`src/rtl/phys_reg_free_list.sv`:
```
`default_nettype none
// ============================================================================
// Module   : phys_reg_free_list
// Purpose  : Circular FIFO of free physical register addresses, self-refilled
//            with every non-architectural address after reset or init_clear.
// Revision : 1.0 - initial release
// ============================================================================
module phys_reg_free_list #(
  parameter int DEPTH          = 64,
  parameter int ARCH_REGS      = 32,
  parameter bit ALLOW_WRITE_P0 = 1'b0,
  localparam int ENTRIES       = DEPTH - ARCH_REGS,
  localparam int AW            = $clog2(DEPTH),
  localparam int PW            = (ENTRIES > 1) ? $clog2(ENTRIES) : 1,
  localparam int CW            = $clog2(ENTRIES + 1)
) (
  input  logic          clk,
  input  logic          rst,
  input  logic          init_clear,
  output logic          ready,
  output logic          alloc_valid,
  output logic [AW-1:0] alloc_addr,
  input  logic          alloc_pop,
  input  logic          release_valid,
  input  logic [AW-1:0] release_addr,
  output logic [CW-1:0] count
);

  localparam logic [PW-1:0] LAST_IDX = PW'(ENTRIES - 1);
  localparam bit            IS_POW2  = ((ENTRIES & (ENTRIES - 1)) == 0);

  typedef enum logic [0:0] {
    S_INIT = 1'b0,
    S_RUN  = 1'b1
  } state_t;

  state_t        state_q, state_d;
  logic [PW-1:0] rd_ptr_q, rd_ptr_d;
  logic [PW-1:0] wr_ptr_q, wr_ptr_d;
  logic [PW-1:0] fill_cnt_q, fill_cnt_d;
  logic [CW-1:0] count_q, count_d;
  logic [AW-1:0] mem_q [ENTRIES];

  logic          mem_we;
  logic [PW-1:0] mem_waddr;
  logic [AW-1:0] mem_wdata;
  logic [PW-1:0] rd_ptr_inc, wr_ptr_inc, fill_cnt_inc;
  logic          is_run, is_full, is_empty, pop_ok, push_ok;

  generate
    if (IS_POW2) begin : g_pow2_wrap
      assign rd_ptr_inc   = rd_ptr_q + 1'b1;
      assign wr_ptr_inc   = wr_ptr_q + 1'b1;
      assign fill_cnt_inc = fill_cnt_q + 1'b1;
    end else begin : g_explicit_wrap
      assign rd_ptr_inc   = (rd_ptr_q == LAST_IDX)   ? '0 : rd_ptr_q + 1'b1;
      assign wr_ptr_inc   = (wr_ptr_q == LAST_IDX)   ? '0 : wr_ptr_q + 1'b1;
      assign fill_cnt_inc = (fill_cnt_q == LAST_IDX) ? '0 : fill_cnt_q + 1'b1;
    end
  endgenerate

  assign is_run      = (state_q == S_RUN);
  assign is_empty    = (count_q == '0);
  assign is_full     = (count_q == CW'(ENTRIES));
  assign ready       = is_run;
  assign alloc_valid = is_run & ~is_empty;
  assign alloc_addr  = mem_q[rd_ptr_q];
  assign count       = count_q;

  // A push into a full list is only accepted when the head leaves the same cycle.
  assign pop_ok  = alloc_pop & alloc_valid & ~init_clear;
  assign push_ok = is_run & release_valid & ~init_clear & (~is_full | pop_ok);

  always_comb begin
    state_d    = state_q;
    rd_ptr_d   = rd_ptr_q;
    wr_ptr_d   = wr_ptr_q;
    fill_cnt_d = fill_cnt_q;
    count_d    = count_q;
    mem_we     = 1'b0;
    mem_waddr  = wr_ptr_q;
    mem_wdata  = release_addr;
    if (init_clear) begin
      state_d    = S_INIT;
      rd_ptr_d   = '0;
      wr_ptr_d   = '0;
      fill_cnt_d = '0;
      count_d    = '0;
    end else begin
      case (state_q)
        S_INIT: begin
          mem_we     = 1'b1;
          mem_waddr  = fill_cnt_q;
          mem_wdata  = AW'(ARCH_REGS) + AW'(fill_cnt_q);
          fill_cnt_d = fill_cnt_inc;
          count_d    = count_q + 1'b1;
          if (fill_cnt_q == LAST_IDX) begin
            wr_ptr_d = '0;
            state_d  = S_RUN;
          end
        end
        S_RUN: begin
          if (pop_ok) begin
            rd_ptr_d = rd_ptr_inc;
          end
          if (push_ok) begin
            mem_we   = 1'b1;
            wr_ptr_d = wr_ptr_inc;
          end
          case ({push_ok, pop_ok})
            2'b10:   count_d = count_q + 1'b1;
            2'b01:   count_d = count_q - 1'b1;
            default: count_d = count_q;
          endcase
        end
      endcase
    end
  end

  always_ff @(posedge clk or negedge rst) begin
    if (!rst) begin
      state_q    <= S_INIT;
      rd_ptr_q   <= '0;
      wr_ptr_q   <= '0;
      fill_cnt_q <= '0;
      count_q    <= '0;
    end else begin
      state_q    <= state_d;
      rd_ptr_q   <= rd_ptr_d;
      wr_ptr_q   <= wr_ptr_d;
      fill_cnt_q <= fill_cnt_d;
      count_q    <= count_d;
    end
  end

  // Storage carries no reset; INIT rewrites every slot before it is read.
  always_ff @(posedge clk) begin
    if (mem_we) begin
      mem_q[mem_waddr] <= mem_wdata;
    end
  end

`ifndef SYNTHESIS
  always @(posedge clk) begin
    if (rst && is_run && !init_clear) begin
      assert (!(release_valid && is_full && !pop_ok))
        else $error("phys_reg_free_list: release into full list dropped");
      assert (!(alloc_pop && !alloc_valid))
        else $error("phys_reg_free_list: pop with no valid entry");
      assert (ALLOW_WRITE_P0 || !(release_valid && release_addr == '0))
        else $error("phys_reg_free_list: physical register 0 released");
    end
  end
`endif

endmodule
`default_nettype wire

```
`config.mk`:
```
export PLATFORM = sky130hd
export DESIGN_NAME = phys_reg_free_list
export DESIGN_NICKNAME = d
export VERILOG_FILES = /design/src/rtl/phys_reg_free_list.sv
export SDC_FILE = /design/constraint.sdc
export NUM_CORES = 1
export LEC_CHECK = 0
export CORE_MARGIN = 2
export CORE_UTILIZATION = 61
export DETAILED_ROUTE_END_ITERATION = 6
export PLACE_DENSITY = 0.79
export SLEW_MARGIN = 20
export SYNTH_ARGS = -nofsm -noshare
export SYNTH_HDL_FRONTEND = slang
export SYNTH_SLANG_ARGS = --single-unit
```
`constraint.sdc`:
```
create_clock -name clk -period 3.3 [get_ports clk]
set_input_delay 0.33 -clock clk [delete_from_list [all_inputs] [get_ports clk]]
set_output_delay 0.33 -clock clk [all_outputs]
set_load 0.01 [all_outputs]
```
==> impl_metrics.py, run 1 <==
metrics = {
    "outcome": {
        "status": "completed",
    },
    "routing": {
        "drt-total-wl_um": 19400,
        "drc": 0,
        "num_vias": 5480,
        "ant_nets": 0,
        "vias_per_cell": 6.43,
        "drt_iter0_markers": 678,
        "firstDrtPassIters": 5,
        "wire_per_inst_um": 22.8,
    },
    "placement": {
        "pre_cts_ws_ns": 0.620,
        "dpl_cell_area_mm2": 0.00957,
        "dp_hpwl_um": 12500,
        "finalWeightedCongestion": 0.955,
        "placed_cells": 811,
        "io_buffers": 24,
    },
    "worst_hold_path": {
        "hp-class": "in2async",
    },
    "synth": {
        "synthCells": 627,
        "synthMuxAreaShare_pct": 11.0,
        "synth_top_family_by_area": "multiplexers",
        "syn-num-nets": 645,
        "yosysSeqAreaShare_pct": 69.1,
        "netlist-cell-type-count": 46,
        "async_reset_ff_share_pct": 10.3,
        "ys_ff_latch": 214,
        "syn-mean-instance-area_um2": 14.6,
        "synth_edf_count": 192,
        "synth_compound_area_share_pct": 6.48,
        "yosys_most_used_dff": "edfxtp_1",
        "synth_xor_area_share_pct": 0.959,
        "synth_area_mm2": 0.00914,
        "synth_fa_ha_area_share_pct": 0.959,
        "yosysWarnings": 0,
        "yosys.area.top_type": "edfxtp_1",
        "synthSimpleGateAreaFrac_pct": 9.71,
        "yosys-top-cells-area": "edfxtp_1, mux2i_1, dfrtp_1",
        "yosysTopAreaCellShare_pct": 63.1,
    },
    "layout": {
        "nets": 671,
        "drive_above_1_share_pct": 9.28,
        "syn_to_final_growth_pct": 12.9,
        "final_cell_mix": "edfxtp_1, mux2i_1, nor2_1",
        "antenna_cells": 0,
        "fin_cells": 852,
        "layout_commonest_cell": "edfxtp_1",
        "fin_area_mm2": 0.0103,
    },
    "cts": {
        "cts_resized": 0,
        "numCtsBuffers": 22,
        "tritoncts": "done",
        "cts_htree_levels": 1,
        "clkTransAtPathRegs_ns": 0.06,
        "cts.sinks": 214,
        "clockRootBuffer": "clkbuf_16",
        "clockBufferDepth": 3,
        "clkLatencyLatePin_ns": 0.49,
    },
    "grt": {
        "antenna_found_initial": 0,
        "grt_pass1_wl_um": 29800,
        "gr-total-overflow": 0,
        "grt_pass1_vias": 5363,
        "grt_usage_pct": 24.5,
        "grt_max_degree": 43,
    },
    "run": {
        "cap_violations": 0,
    },
    "critical_path": {
        "path_delay_family": "simple AND/OR/NAND/NOR gates",
        "worstPathCellList": "buf_12 -> nor2b_1 -> a22oi_1 -> nand3_1 -> nand4_1 -> clkdlybuf4s50_1",
        "slowest_stage": "nor2b_1",
        "critPathCaptureType": "output port",
        "arrival_ns": 2.74,
        "startpoint_type": "flop",
        "cp.buffers_inverters": 2,
        "critical-path-max-stage-delay_ns": 0.60,
        "crit_required_ns": 2.97,
        "worstSetupPathType": "reg2out",
        "crit_path_max_fanout": 27,
    },
    "floorplanning": {
        "die_x_um": 126,
        "initial_core_util_pct": 62.6,
        "rows": 44,
        "pin_count": 25,
        "die_area_mm2": 0.0160,
        "die_y_um": 126,
        "core_region_area_mm2": 0.0146,
    },
    "timing": {
        "tightestPinTransition_ns": 0.768,
        "finalSetupViolCount": 0,
        "min_period_ns": 3.07,
        "post-route-period-util_pct": 93.1,
        "hold_violations": 0,
        "slew_headroom_pct": 48.6,
        "final-max-slew-violation-count": 0,
        "tns_ns": 0,
        "setup_slack_ns": 0.228,
        "finalClockSkew_ns": 0.0108,
        "rsz0062_at_grt": "no",
        "fmax_mhz": 326,
    },
    "power_and_ir_drop": {
        "power.density_mw_per_mm2": 546,
        "p_leak_nw": 3.30,
        "power.total_mw": 5.64,
        "ir_worst_vdd_mv": 0.435,
    },
}
area by class of cell:
cell class,count,area [um^2]
Sequential cell,214,6320
Fill cell,914,4280
Multi-Input combinational cell,375,2660
Clock buffer,29,608
Timing Repair Buffer,33,363
Tap cell,184,230
Clock inverter,10,104
Inverter,7,26.3
stage by stage:
step / hold WS (ns) / util (%)
final: 0.341 / 70.7
after global routing: 0.376 / 70.7
after CTS: 0.425 / 70.5
after detailed placement: 0.491 / 65.6
after global placement: 0.483 / 65.6
after floorplan: 0.0344 / -
state kept, by name, summed over array words and instances, names as in the netlist:
name	flops
rd_ptr_q	5
wr_ptr_q	5
ready	1
mem_q	192
fill_cnt_q	5
count	6
path summary, 6_finish.rpt:
kind | start | end | slack (ns) | cells past startpoint
max | rd_ptr_q[0]$_DFFE_PN0P_ | alloc_addr[5] | 0.23 | 6
min | rst | wr_ptr_q[1]$_DFFE_PN0P_ | 0.34 | 2
max reg2reg | count[0]$_DFFE_PN0P_ | mem_q[11][1]$_DFFE_PP_ | 0.60 | 7
min reg2reg | wr_ptr_q[4]$_DFFE_PN0P_ | wr_ptr_q[4]$_DFFE_PN0P_ | 0.50 | 1
max in group asynchronous | rst | rd_ptr_q[1]$_DFFE_PN0P_ | 2.56 | 2
min in group clk | wr_ptr_q[4]$_DFFE_PN0P_ | wr_ptr_q[4]$_DFFE_PN0P_ | 0.50 | 1
metal layers:
| metal | vias up | routed length (um) | track usage (%) |
|---|---|---|---|
| met2 | 273 | 9490 | 39.0 |
| met1 | 2690 | 7940 | 35.6 |
| met3 | 55 | 1540 | 4.34 |
| met5 | - | 0 | 0 |
| li1 | 2462 | - | - |
| met4 | 0 | 467 | 6.66 |
synth_stat cells, drive strengths merged (5+ instances only):
cell / count
a211oi: 14
nor3: 5
a22oi: 24
o21ai: 12
nand3: 24
clkbuf: 17
a31oi: 7
nand2b: 5
mux4: 12
ha: 7
nand2: 40
mux2i: 67
dfrtp: 22
inv: 7
mux2: 6
edfxtp: 192
xor2: 7
a21oi: 19
nor2: 63
nand4: 11
nor2b: 18
buf: 14
report_power, final:
| part | switching, mW | internal [mW] | leakage, nW |
|---|---|---|---|
| Clock | 0.966 | 1.45 | 0.349 |
| Combinational | 0.145 | 0.0658 | 0.908 |
| Sequential | 0.0158 | 2.99 | 2.04 |
| Total | 1.13 | 4.51 | 3.30 |
logic make-up (layout without fill, tap and decap cells):
group                    after synthesis  in the layout
multiplexers                          85             85
buffers and inverters                 38             79
AO/OA/AOI/OAI                         87             87
XOR/XNOR                              10             10
flip-flops                           214            214
AND/OR/NAND/NOR                      186            186
adder cells (fa/ha/maj)                7              7
timing repair:
item / CTS / global route
setup buffers: 0 / 1
endpoints found under the hold margin: 0 / 22
setup endpoints to repair: 0 / 3
hold buffers: 0 / 1
worst register-to-register path, delay by kind of cell, from the launching register on:
kind | cells | cell delay [ns]
AND/OR/NAND/NOR | 3 | 1.15
AO/OA/AOI/OAI | 2 | 0.51
flip-flops | 1 | 0.43
adder cells (fa/ha/maj) | 1 | 0.18
buffers and inverters | 1 | 0.14
(Power assumes the default switching activity.)
==> run 2: changes to the inputs <==
CORE_ASPECT_RATIO = 1.4   (was default)
CORE_UTILIZATION = 64   (was 61)
CTS_BUF_LIST = sky130_fd_sc_hd__clkbuf_4   (was default)
PLACE_DENSITY = 0.82   (was 0.79)
==> impl_metrics.py, run 2 (synthesized netlist as in run 1, its figures left out) <==
metrics = {
    "floorplanning": {
        "die_x_um": 105,
        "initial_core_util_pct": 65.7,
        "rows": 51,
        "pin_count": 25,
        "die_y_um": 145,
        "core_region_area_mm2": 0.0139,
        "die_area_mm2": 0.0153,
    },
    "critical_path": {
        "worstPathCellList": "nor2b_1 -> a22oi_1 -> nand3_1 -> nand4_1 -> clkdlybuf4s50_1",
        "critPathCaptureType": "output port",
        "slowest_stage": "dfrtp_1",
        "crit_required_ns": 2.97,
        "cp.buffers_inverters": 1,
        "crit_path_max_fanout": 14,
        "worstSetupPathType": "reg2out",
        "arrival_ns": 2.79,
        "path_delay_family": "simple AND/OR/NAND/NOR gates",
        "r2r_setup_slack_ns": 0.65,
        "critical-path-max-stage-delay_ns": 0.66,
        "startpoint_type": "flop",
    },
    "layout": {
        "final_cell_mix": "edfxtp_1, mux2i_1, clkbuf_4",
        "syn_to_final_growth_pct": 11.9,
        "regArea_mm2": 0.00632,
        "multi_input_area_mm2": 0.00267,
        "drive_above_1_share_pct": 15.3,
        "largest_reg_flops": 192,
        "largest-register": "mem_q",
        "nFillCells": 907,
        "nets": 700,
        "final_util_pct": 73.5,
        "layout_commonest_cell": "edfxtp_1",
    },
    "timing": {
        "hold_violations": 0,
        "fmax_mhz": 320,
        "slew_headroom_pct": 50.4,
        "tightestPinTransition_ns": 0.744,
        "final-max-slew-violation-count": 0,
        "finalSetupViolCount": 0,
        "finalClockSkew_ns": 0.0448,
        "post-route-period-util_pct": 94.6,
        "tns_ns": 0,
        "min_period_ns": 3.12,
        "rsz0062_at_grt": "no",
    },
    "grt": {
        "grt_pass1_wl_um": 30500,
        "gr-total-overflow": 0,
        "grt_pass1_vias": 5768,
        "grt_max_degree": 36,
        "antenna_found_initial": 1,
        "grt_usage_pct": 26.2,
    },
    "cts": {
        "clockBufferDepth": 3,
        "clkTransAtPathRegs_ns": 0.08,
        "tritoncts": "done",
        "clkLatencyLatePin_ns": 0.63,
        "cts.sinks": 214,
        "clockRootBuffer": "clkbuf_4",
        "hold_buffers": 0,
        "numCtsBuffers": 47,
        "cts_htree_levels": 2,
    },
    "routing": {
        "drt-total-wl_um": 19500,
        "drc": 0,
        "ant_nets": 0,
        "num_vias": 5618,
        "vias_per_cell": 6.24,
        "firstDrtPassIters": 6,
        "drt_iter0_markers": 622,
        "wire_per_inst_um": 21.7,
    },
    "power_and_ir_drop": {
        "p_leak_nw": 3.32,
        "ir_worst_vdd_mv": 0.306,
        "power.density_mw_per_mm2": 514,
    },
    "outcome": {
        "status": "completed",
    },
    "placement": {
        "finalWeightedCongestion": 0.866,
        "io_buffers": 24,
        "dp_hpwl_um": 12700,
    },
    "run": {
        "cap_violations": 0,
    },
    "worst_hold_path": {
        "hp-class": "in2async",
    },
}
## run 2: cell types whose count changed in the layout (fill, tap and decap cells not counted), sizes merged
| cell | previous run | this run |
|---|---|---|
| clkbuf | 29 | 66 |
| clkdlybuf4s50 | 23 | 24 |
| dlygate4sd3 | 1 | 0 |
| diode | 0 | 1 |
| clkinv | 8 | 13 |
| buf | 9 | 13 |
## run 2: area by class of cell
cell class | count | share of cell area (%)
Sequential cell | 214 | 61.8
Multi-Input combinational cell | 375 | 26.1
Clock buffer | 66 | 4.85
Timing Repair Buffer | 37 | 3.59
Tap cell | 185 | 2.26
Clock inverter | 15 | 1.09
Inverter | 7 | 0.257
Antenna cell | 1 | 0.0245
## run 2: path summary, 6_finish.rpt
path | startpoint | depth (start not counted) | to
setup / recovery | rd_ptr_q[4]$_DFFE_PN0P_ | 5 | alloc_addr[4]
hold / removal | rst | 2 | fill_cnt_q[2]$_DFFE_PN0P_
setup reg to reg | count[0]$_DFFE_PN0P_ | 7 | mem_q[25][5]$_DFFE_PP_
hold reg to reg | wr_ptr_q[4]$_DFFE_PN0P_ | 1 | wr_ptr_q[4]$_DFFE_PN0P_
max in group asynchronous | rst | 2 | rd_ptr_q[1]$_DFFE_PN0P_
min in group clk | init_clear | 2 | fill_cnt_q[4]$_DFFE_PN0P_
## run 2: what timing repair did
action                                  in CTS  in global routing
endpoints found under the setup margin       0                  6
setup buffers                                0                  1
resized for setup                            0                  4
## run 2: report_power, final
group | total, mW | internal, mW | switching (mW) | leakage [nW]
Sequential | 3.00 | 2.99 | 0.0152 | 2.04
Clock | 2.04 | 1.08 | 0.961 | 0.357
Combinational | 0.215 | 0.0701 | 0.145 | 0.920
Total | 5.26 | 4.13 | 1.12 | 3.32
## run 2: routing by layer
metal | share of wire, % | vias to the layer above | track usage (%) | wire length [um]
li1 | - | 2544 | - | -
met4 | 5.3 | 0 | 14.4 | 1040
met1 | 35 | 2745 | 30.6 | 6920
met2 | 53 | 260 | 45.8 | 10300
met3 | 6.5 | 69 | 4.43 | 1270
met5 | 0 | - | 0 | 0
## run 2: worst reg2reg max path, cell delays in order, from the launching register on
cell and delay (ns):
dfrtp_1 0.43, inv_1 0.15, ha_1 0.19, or4b_1 0.62, o31ai_1 0.29, a21oi_1 0.14, nand2_1 0.33, nor2_1 0.23
## run 2: through the flow
| step | power (mW) | hold slack [ns] | cells | cell area [um^2] | setup WS, ns |
|---|---|---|---|---|---|
| floorplan | 3.17 | 0.0344 | 627 | 9140 | 0.985 |
| global placement | 3.27 | 0.483 | 817 | 9600 | 0.579 |
| detailed placement | 3.27 | 0.503 | 817 | 9600 | 0.538 |
| CTS | 5.28 | 0.0437 | 898 | 10200 | 0.0412 |
| global route | 5.42 | 0.0785 | 900 | 10200 | 0.0454 |
| finish | 5.26 | 0.0514 | 900 | 10200 | 0.178 |
==> run 3: changes to the inputs <==
CTS_CLUSTER_SIZE = 10   (was default)
GPL_TIMING_DRIVEN = 1   (was default)
SLEW_MARGIN = default   (was 20)
==> impl_metrics.py, run 3 (synthesized netlist as in run 1, its figures left out) <==
metrics = {
    "cts": {
        "clockBufferDepth": 3,
        "numCtsBuffers": 47,
        "clockRootBuffer": "clkbuf_4",
        "tritoncts": "done",
        "clkLatencyLatePin_ns": 0.64,
        "cts.sinks": 214,
        "clkTransAtPathRegs_ns": 0.08,
        "cts_htree_levels": 2,
    },
    "grt": {
        "grt_pass1_vias": 5772,
        "grt_usage_pct": 26.2,
        "grt_max_degree": 36,
        "grt_pass1_wl_um": 30500,
        "antenna_found_initial": 1,
        "gr-total-overflow": 0,
    },
    "critical_path": {
        "crit_required_ns": 2.97,
        "arrival_ns": 2.84,
        "startpoint_type": "flop",
        "critPathCaptureType": "output port",
        "worstSetupPathType": "reg2out",
        "crit_path_max_fanout": 14,
    },
    "power_and_ir_drop": {
        "clockPowerShare_pct": 38.8,
        "sw_frac_of_total_pct": 21.4,
        "p_leak_nw": 3.32,
        "comb_power_share_pct": 4.1,
        "p_int_mw": 4.13,
        "seq_power_share_pct": 57.1,
        "power.density_mw_per_mm2": 514,
        "power.total_mw": 5.26,
        "p_switching_mw": 1.12,
        "ir_worst_vdd_mv": 0.305,
    },
    "timing": {
        "slew_headroom_pct": 49.8,
        "final-max-slew-violation-count": 0,
        "tightestPinTransition_ns": 0.753,
        "post-route-period-util_pct": 96.0,
        "min_period_ns": 3.17,
        "finalClockSkew_ns": 0.0484,
        "tns_ns": 0,
        "fmax_mhz": 316,
        "hold_violations": 0,
        "finalSetupViolCount": 0,
        "rsz0062_at_grt": "no",
        "hold_ws_ns": 0.0642,
    },
    "layout": {
        "largest_reg_flops": 192,
        "layout_commonest_cell": "edfxtp_1",
        "syn_to_final_growth_pct": 11.9,
        "final_cell_mix": "edfxtp_1, mux2i_1, clkbuf_4",
        "nFillCells": 907,
        "regArea_mm2": 0.00632,
        "largest-register": "mem_q",
        "drive_above_1_share_pct": 15.3,
        "multi_input_area_mm2": 0.00267,
        "nets": 700,
    },
    "routing": {
        "ant_nets": 0,
        "vias_per_cell": 6.27,
        "drt_iter0_markers": 594,
        "firstDrtPassIters": 5,
        "drt-total-wl_um": 19600,
        "wire_per_inst_um": 21.8,
        "drc": 0,
        "num_vias": 5642,
    },
    "placement": {
        "finalWeightedCongestion": 0.866,
        "io_buffers": 24,
        "dp_hpwl_um": 12700,
    },
    "floorplanning": {
        "die_area_mm2": 0.0153,
        "die_x_um": 105,
        "rows": 51,
        "initial_core_util_pct": 65.7,
        "die_y_um": 145,
        "core_region_area_mm2": 0.0139,
        "pin_count": 25,
    },
    "worst_hold_path": {
        "hp-class": "in2async",
    },
    "outcome": {
        "status": "completed",
    },
    "run": {
        "cap_violations": 0,
    },
}
[run 3: cell counts in the layout (fill, tap and decap cells not counted)]
Identical to the previous run, type by type.
[run 3: cell type report]
class	count	share of cell area [%]
diodes	1	0.0245
clock inverters	15	1.09
well taps	185	2.26
inverters	7	0.257
clock buffers	66	4.85
multi-input cells	375	26.1
flip-flops and latches	214	61.8
repair buffers	37	3.59
[run 3: repair_timing]
item                       CTS  global route
resized for setup            0             4
hold buffers                 0             0
setup endpoints to repair    0             6
setup buffers                0             1
[run 3: worst max-delay path, stage by stage, from the launching register on]
cell	delay [ns]
dfrtp_1	0.70
nor2b_1	0.49
a22oi_1	0.23
nand3_1	0.20
nand4_1	0.12
clkdlybuf4s50_1	0.50
[run 3: power groups by stage]
stage / combinational (mW) / sequential (mW) / clock [mW]
5_1_grt: 0.234 / 3.00 / 2.18
2_1_floorplan: 0.114 / 3.06 / 0
3_5_place_dp: 0.214 / 3.06 / 0
6_report: 0.216 / 3.00 / 2.04
3_3_place_gp: 0.206 / 3.06 / 0
4_1_cts: 0.215 / 3.00 / 2.06
[run 3: path summary, 6_finish.rpt]
path	startpoint	to	slack, ns	depth (start not counted)
setup / recovery	rd_ptr_q[4]$_DFFE_PN0P_	alloc_addr[4]	0.13	5
hold / removal	rst	fill_cnt_q[2]$_DFFE_PN0P_	0.06	2
setup reg to reg	count[0]$_DFFE_PN0P_	mem_q[14][5]$_DFFE_PP_	0.68	7
hold reg to reg	wr_ptr_q[4]$_DFFE_PN0P_	wr_ptr_q[4]$_DFFE_PN0P_	0.51	1
max in group asynchronous	rst	rd_ptr_q[1]$_DFFE_PN0P_	2.96	2
min in group clk	init_clear	fill_cnt_q[4]$_DFFE_PN0P_	0.50	2
[run 3: layer usage]
metal	vias to the layer above	track usage, %	share of wire [%]
met3	68	4.43	7.1
met2	276	45.8	53
met1	2753	30.6	35
met4	0	14.4	5.0
li1	2545	-	-
met5	-	0	0
[run 3: through the flow]
stage               utilization, %  cells  worst slack [ns]  cell area (um^2)
floorplan                        -    627             0.985              9140
global placement              69.0    817             0.579              9600
detailed placement            69.0    817             0.538              9600
CTS                           73.3    898            0.0412             10200
global route                  73.5    900            0.0454             10200
finish                        73.5    900             0.131             10200
